[config.mk]
export PLATFORM = sky130hd
export DESIGN_NAME = rs_branch
export DESIGN_NICKNAME = d
export VERILOG_FILES = /design/src/rtl/rs_branch.sv
export SDC_FILE = /design/constraint.sdc
export NUM_CORES = 2
export LEC_CHECK = 0
export CAP_MARGIN = 20
export CORE_MARGIN = 8
export CORE_UTILIZATION = 50
export CTS_BUF_LIST = sky130_fd_sc_hd__clkbuf_8
export CTS_CLUSTER_DIAMETER = 50
export DETAILED_ROUTE_END_ITERATION = 16
export PLACE_DENSITY_LB_ADDON = 0.05
export SLEW_MARGIN = 25
export SYNTH_ARGS = -nofsm -noshare
export SYNTH_HDL_FRONTEND = slang
export SYNTH_HIERARCHICAL = 1
export SYNTH_SLANG_ARGS = --single-unit
export TNS_END_PERCENT = 50
[constraint.sdc]
create_clock -name clk -period 2.6 [get_ports clk]
set_input_delay 0.52 -clock clk [delete_from_list [all_inputs] [get_ports clk]]
set_output_delay 0.52 -clock clk [all_outputs]
set_load 0.05 [all_outputs]
[src/rtl/rs_branch.sv]
// Branch reservation station: buffers branches until both operands arrive, then issues one per cycle.
// Optional RS_BRANCH_BYPASS_EN lets a fully-ready dispatch go straight to the output registers.
module rs_branch_entry #(
  parameter int DATA_W = 32,
  parameter int ADDR_W = 32,
  parameter int OP_W   = 6,
  parameter int TAG_W  = 4
) (
  input  logic              clk,
  input  logic              rst_n,
  input  logic              i_wr,
  input  logic              i_clr,
  input  logic [OP_W-1:0]   i_op,
  input  logic [ADDR_W-1:0] i_pc,
  input  logic [DATA_W-1:0] i_off,
  input  logic [DATA_W-1:0] i_s1,
  input  logic [DATA_W-1:0] i_s2,
  input  logic              i_v1,
  input  logic              i_v2,
  input  logic [TAG_W-1:0]  i_t1,
  input  logic [TAG_W-1:0]  i_t2,
  input  logic              i_alu_v,
  input  logic [TAG_W-1:0]  i_alu_tag,
  input  logic [DATA_W-1:0] i_alu_data,
  input  logic              i_lsu_v,
  input  logic [TAG_W-1:0]  i_lsu_tag,
  input  logic [DATA_W-1:0] i_lsu_data,
  output logic              o_busy,
  output logic              o_ready,
  output logic [OP_W-1:0]   o_op,
  output logic [ADDR_W-1:0] o_pc,
  output logic [DATA_W-1:0] o_off,
  output logic [DATA_W-1:0] o_s1,
  output logic [DATA_W-1:0] o_s2
);
  logic              r_busy, r_v1, r_v2;
  logic [TAG_W-1:0]  r_t1, r_t2;
  logic [OP_W-1:0]   r_op;
  logic [ADDR_W-1:0] r_pc;
  logic [DATA_W-1:0] r_off, r_s1, r_s2;

  always_ff @(posedge clk or negedge rst_n) begin
    if (!rst_n) begin
      r_busy <= 1'b0; r_v1 <= 1'b0; r_v2 <= 1'b0;
      r_t1 <= '0; r_t2 <= '0; r_op <= '0; r_pc <= '0;
      r_off <= '0; r_s1 <= '0; r_s2 <= '0;
    end else if (i_wr) begin
      r_busy <= 1'b1; r_op <= i_op; r_pc <= i_pc; r_off <= i_off;
      r_v1 <= i_v1; r_s1 <= i_s1; r_t1 <= i_t1;
      r_v2 <= i_v2; r_s2 <= i_s2; r_t2 <= i_t2;
    end else begin
      if (i_clr) r_busy <= 1'b0;
      // ALU bus checked first so it wins a same-tag collision
      if (r_busy && !r_v1) begin
        if (i_alu_v && i_alu_tag == r_t1)      begin r_v1 <= 1'b1; r_s1 <= i_alu_data; end
        else if (i_lsu_v && i_lsu_tag == r_t1) begin r_v1 <= 1'b1; r_s1 <= i_lsu_data; end
      end
      if (r_busy && !r_v2) begin
        if (i_alu_v && i_alu_tag == r_t2)      begin r_v2 <= 1'b1; r_s2 <= i_alu_data; end
        else if (i_lsu_v && i_lsu_tag == r_t2) begin r_v2 <= 1'b1; r_s2 <= i_lsu_data; end
      end
    end
  end

  assign o_busy  = r_busy;
  assign o_ready = r_busy & r_v1 & r_v2;
  assign o_op    = r_op;
  assign o_pc    = r_pc;
  assign o_off   = r_off;
  assign o_s1    = r_s1;
  assign o_s2    = r_s2;
endmodule

module rs_branch #(
  parameter int RS_DEPTH = 4,
  parameter int DATA_W   = 32,
  parameter int ADDR_W   = 32,
  parameter int OP_W     = 6,
  parameter int TAG_W    = 4
) (
  input  logic              clk,
  input  logic              rst_n,
  input  logic              disp_en,
  input  logic [OP_W-1:0]   disp_op,
  input  logic [ADDR_W-1:0] disp_pc,
  input  logic [DATA_W-1:0] disp_offset,
  input  logic [DATA_W-1:0] disp_src1,
  input  logic [DATA_W-1:0] disp_src2,
  input  logic              disp_src1_valid,
  input  logic              disp_src2_valid,
  input  logic [TAG_W-1:0]  disp_tag1,
  input  logic [TAG_W-1:0]  disp_tag2,
  input  logic              alu_cdb_valid,
  input  logic [TAG_W-1:0]  alu_cdb_tag,
  input  logic [DATA_W-1:0] alu_cdb_data,
  input  logic              lsu_cdb_valid,
  input  logic [TAG_W-1:0]  lsu_cdb_tag,
  input  logic [DATA_W-1:0] lsu_cdb_data,
  output logic              rs_full,
  output logic              ex_branch_en,
  output logic [DATA_W-1:0] exsrc1,
  output logic [DATA_W-1:0] exsrc2,
  output logic [ADDR_W-1:0] expc,
  output logic [OP_W-1:0]   exaluop,
  output logic [DATA_W-1:0] exoffset
);
  localparam int IDX_W = $clog2(RS_DEPTH);

  logic [RS_DEPTH-1:0]             w_busy, w_ready;
  logic [RS_DEPTH-1:0][OP_W-1:0]   w_e_op;
  logic [RS_DEPTH-1:0][ADDR_W-1:0] w_e_pc;
  logic [RS_DEPTH-1:0][DATA_W-1:0] w_e_off, w_e_s1, w_e_s2;
  logic [IDX_W-1:0]                w_sel, w_free;
  logic                            w_any_rdy, w_disp, w_byp;
  logic                            w_d_v1, w_d_v2;
  logic [DATA_W-1:0]               w_d_s1, w_d_s2;

  assign rs_full = &w_busy;
  assign w_disp  = disp_en & ~rs_full;

  always_comb begin
    w_sel = '0; w_any_rdy = 1'b0; w_free = '0;
    for (int i = RS_DEPTH-1; i >= 0; i--) begin
      if (w_ready[i]) begin w_sel = IDX_W'(i); w_any_rdy = 1'b1; end
      if (!w_busy[i]) w_free = IDX_W'(i);
    end
  end

  // Same-cycle CDB forwarding into the dispatched op
  always_comb begin
    w_d_v1 = disp_src1_valid; w_d_s1 = disp_src1;
    w_d_v2 = disp_src2_valid; w_d_s2 = disp_src2;
    if (!disp_src1_valid) begin
      if (alu_cdb_valid && alu_cdb_tag == disp_tag1)      begin w_d_v1 = 1'b1; w_d_s1 = alu_cdb_data; end
      else if (lsu_cdb_valid && lsu_cdb_tag == disp_tag1) begin w_d_v1 = 1'b1; w_d_s1 = lsu_cdb_data; end
    end
    if (!disp_src2_valid) begin
      if (alu_cdb_valid && alu_cdb_tag == disp_tag2)      begin w_d_v2 = 1'b1; w_d_s2 = alu_cdb_data; end
      else if (lsu_cdb_valid && lsu_cdb_tag == disp_tag2) begin w_d_v2 = 1'b1; w_d_s2 = lsu_cdb_data; end
    end
  end

`ifdef RS_BRANCH_BYPASS_EN
  assign w_byp = w_disp & w_d_v1 & w_d_v2 & ~w_any_rdy;
`else
  assign w_byp = 1'b0;
`endif

  for (genvar i = 0; i < RS_DEPTH; i++) begin : g_ent
    rs_branch_entry #(.DATA_W(DATA_W), .ADDR_W(ADDR_W), .OP_W(OP_W), .TAG_W(TAG_W)) u_ent (
      .clk(clk), .rst_n(rst_n),
      .i_wr(w_disp & ~w_byp & (w_free == IDX_W'(i))),
      .i_clr(w_any_rdy & (w_sel == IDX_W'(i))),
      .i_op(disp_op), .i_pc(disp_pc), .i_off(disp_offset),
      .i_s1(w_d_s1), .i_s2(w_d_s2), .i_v1(w_d_v1), .i_v2(w_d_v2),
      .i_t1(disp_tag1), .i_t2(disp_tag2),
      .i_alu_v(alu_cdb_valid), .i_alu_tag(alu_cdb_tag), .i_alu_data(alu_cdb_data),
      .i_lsu_v(lsu_cdb_valid), .i_lsu_tag(lsu_cdb_tag), .i_lsu_data(lsu_cdb_data),
      .o_busy(w_busy[i]), .o_ready(w_ready[i]), .o_op(w_e_op[i]), .o_pc(w_e_pc[i]),
      .o_off(w_e_off[i]), .o_s1(w_e_s1[i]), .o_s2(w_e_s2[i])
    );
  end

  always_ff @(posedge clk or negedge rst_n) begin
    if (!rst_n) begin
      ex_branch_en <= 1'b0; exsrc1 <= '0; exsrc2 <= '0;
      expc <= '0; exaluop <= '0; exoffset <= '0;
    end else if (w_any_rdy) begin
      ex_branch_en <= 1'b1; exsrc1 <= w_e_s1[w_sel]; exsrc2 <= w_e_s2[w_sel];
      expc <= w_e_pc[w_sel]; exaluop <= w_e_op[w_sel]; exoffset <= w_e_off[w_sel];
    end else if (w_byp) begin
      ex_branch_en <= 1'b1; exsrc1 <= w_d_s1; exsrc2 <= w_d_s2;
      expc <= disp_pc; exaluop <= disp_op; exoffset <= disp_offset;
    end else begin
      ex_branch_en <= 1'b0; exsrc1 <= '0; exsrc2 <= '0;
      expc <= '0; exaluop <= '0; exoffset <= '0;
    end
  end
endmodule

==> metrics <==
min Tclk post-route=2.53 ns; Clock Latency Late Sink=0.79 ns; H-tree Lvls=4; Syn Area/Cell=12.5 um2; Vert. Die Dim=282 um; pin count of the biggest net entering global routing=99; Crit Path Max Fanout=1; die area=0.0797 mm2; crit path launch=exsrc1[5]; startpoint types=register; fin. max-slew vios=0; std cell rows=97; multi-input combinational cell area=between 0.015 and 0.02 mm2; RSZ-0062 raised after global routing=false; crit path DAT=2.01 ns; Worst R2R Setup Slack=0.09 ns; pre-CTS setup slack=-0.636 ns; clk buf depth=3; starting density of the core=0.506; DR vias=about 28,000; static leakage=18.2 nW; Top FF cell, synth=dfrtp_1; Ys Warns=6; fmax=just under 0.4 GHz; WP data required=2.08 ns; DRC=0; worst reg2reg endpoint=exsrc1[13]; status=completed; number of global-route vias before repair=a little over 30,000; cell with the largest stage delay on the worst path=clkdlybuf4s50_1; Critical R2R Launch=g_ent[3].u_ent/r_v2; Buffers on Ports=356; Area Growth Syn to Fin=25.0%; RePlAce Congestion=0.898; CTS tree=done; worst setup path class=register to primary output; Synth async-reset ratio=1.00; Post-Synthesis Cell Area=about 0.035 mm2; Worst Setup EP=exsrc1[5]; fill count=5,555; MaxCap Viol Count=0; Cells after Synth=2,838; post-route antenna net violation count=0; setup slack after layout=0.0663 ns; total track usage=0.309; buffers and inverters on the worst path=1; sequential-to-total area share from yosys stat=0.505; fin nets=around 3,500; final hold vios=0; Max transition margin=0.469; Root Driver=clkbuf_8; storage element area=~0.018 mm2; Hold Crit Class=primary input to async pin; Post-CTS Setup Bufs=0; cts bufs inserted=130; layout cells sized above 1=0.301; hpwl dp=78,400 um; die span in x=282 um; CTS sink cnt=about 700; Setup Skew=0.0519 ns; routed vias/inst=6.43; Yosys reg bits=715; first-pass GRT wire length=roughly 190,000 um; crit-path cells=clkdlybuf4s50_1; worst r2r path cells=8; EDFF count, synth=0; CP delay by family, top=buffers and inverters; CP Capture Type=primary output; critical path depth=1; peak supply drop=0.913 mV; Pre-Repair DR Iteration Count=10; WL/cell=28.7 um; final worst-path cycle share=0.974; final setup vio count=0; largest incremental delay on the critical path=0.83 ns; Syn Nets=just over 3,000; drt first-iter violations=3,548; setup TNS=0 ns; Ports=357; fin util=0.632; post-detailed-routing wire length=around 130,000 um; GRT overflow=0; initial antenna violation count=20; clock slew at reported path FFs=0.06 ns; total core area=0.0701 mm2; Worst-Margin Slew=around 0.8 ns; Unique masters post-synth=41; PD cells=1270 mW/mm2
state kept, by name, summed over array words and instances, names as in the netlist, 6 cells and up:
register and flops:
g_ent.u_ent/o_off 128, g_ent.u_ent/o_pc 128, g_ent.u_ent/o_s1 128, g_ent.u_ent/o_s2 128, exoffset 32, expc 32
exsrc1 32, exsrc2 32, g_ent.u_ent/o_op 24, g_ent.u_ent/r_t1 16, g_ent.u_ent/r_t2 16, exaluop 6
worst min-delay path by stage:
stage | to | from | slack (ns)
3_3_place_gp | g_ent[0].u_ent/o_s2[0] | g_ent[0].u_ent/o_s2[0] | 0.48
2_1_floorplan | ex_branch_en | rst_n | 0.22
4_1_cts | g_ent[3].u_ent/o_s2[10] | rst_n | 0.27
3_5_place_dp | g_ent[0].u_ent/o_op[0] | g_ent[0].u_ent/o_op[0] | 0.49
5_1_grt | exsrc2[4] | rst_n | 0.31
6_report | g_ent[0].u_ent/o_s2[4] | rst_n | 0.30
synth_stat cells (4+ instances only):
cell,instances,share of area
a21oi_1,4,0.00056
a221o_1,64,0.018
a222oi_1,134,0.038
a22oi_1,136,0.029
a22oi_2,120,0.042
a2bb2oi_1,4,0.00099
and2b_1,4,0.00085
and3_1,37,0.0065
buf_1,8,0.00085
buf_2,86,0.012
buf_6,58,0.018
clkbuf_1,78,0.0083
dfrtp_1,715,0.50
inv_1,45,0.0048
mux2_2,446,0.14
mux2i_1,256,0.072
nand2_1,30,0.0032
nand3_1,37,0.0052
nand3_2,8,0.0023
nor2_1,176,0.019
nor2_4,8,0.0025
nor2b_1,8,0.0014
o21ai_0,24,0.0034
o21ai_1,241,0.034
o221a_4,8,0.0045
o22ai_2,8,0.0028
xnor2_1,77,0.019
per-layer routing:
metal / wire length, um / vias to the layer above / track usage
li1: - / 11800 / -
met1: 48500 / 14400 / 0.394
met2: 60500 / 1573 / 0.498
met3: 11600 / 347 / 0.0767
met4: 4640 / 8 / 0.136
met5: 46 / - / 0
cells by family after synthesis:
group                     Yosys count  synth area share
and+or+nand+nor                   319            0.0434
AOI/OAI and AO/OA                 749             0.175
muxes                             702             0.214
xor gates and xnor gates           77            0.0190
buffers and inverters             276            0.0446
DFF                               715             0.505
worst reg2reg max path: cells and delay by family, from the launching register on:
kind,cells,cell delay (ns)
simple gates,3,0.49
flops,1,0.39
compound gates,2,0.66
buf+inv,2,0.50
mux,1,0.36
cell usage in the layout (no fill, tap or decap), drive strengths merged, types with 2 or more instances in the layout:
cell type,n
dfrtp,715
mux2,446
clkdlybuf4s50,353
o21ai,265
mux2i,256
a22oi,256
buf,220
nor2,184
clkbuf,157
a222oi,134
inv,97
xnor2,77
a221o,64
nand3,45
and3,37
nand2,30
diode,15
clkinv,15
o22ai,10
o221a,8
nor2b,8
clkinvlp,6
and2b,4
a21oi,4
a2bb2oi,4
nor3,2
nor4,2
and2,2
nand2b,2
stage by stage:
step / hold slack (ns) / total power, mW / instances / instance area [um2]
3_3_place_gp: 0.481 / 44.7 / 4121 / 41700
6_report: 0.296 / 56.2 / 4368 / 44300
2_1_floorplan: 0.224 / 36.2 / 2838 / 35500
4_1_cts: 0.273 / 56.2 / 4353 / 44300
5_1_grt: 0.315 / 58.9 / 4363 / 44300
3_5_place_dp: 0.490 / 45.5 / 4121 / 41700
repair_timing:
action / CTS / global route
setup endpoints to repair: 0 / 2
hold buffers: 1 / 0
hold endpoints to repair: 40 / 0
gates resized for setup: 0 / 1
where the power goes:
group / switching, mW / leakage (nW) / total [mW] / internal, mW
combinational: 14.4 / 7.89 / 26.4 / 12.0
sequential: 2.95 / 8.84 / 19.3 / 16.3
clock: 4.90 / 1.48 / 10.5 / 5.59
total: 22.3 / 18.2 / 56.2 / 33.9
final cells by class:
class,instances,area share
flip-flops and latches,715,0.404
multi-input cells,1847,0.363
repair buffers,575,0.144
clock buffers,157,0.0488
well taps,940,0.0265
clock inverters,74,0.00870
inverters,45,0.00381
diodes,15,0.000847
Note: power is estimated with default switching activity, not from simulation.
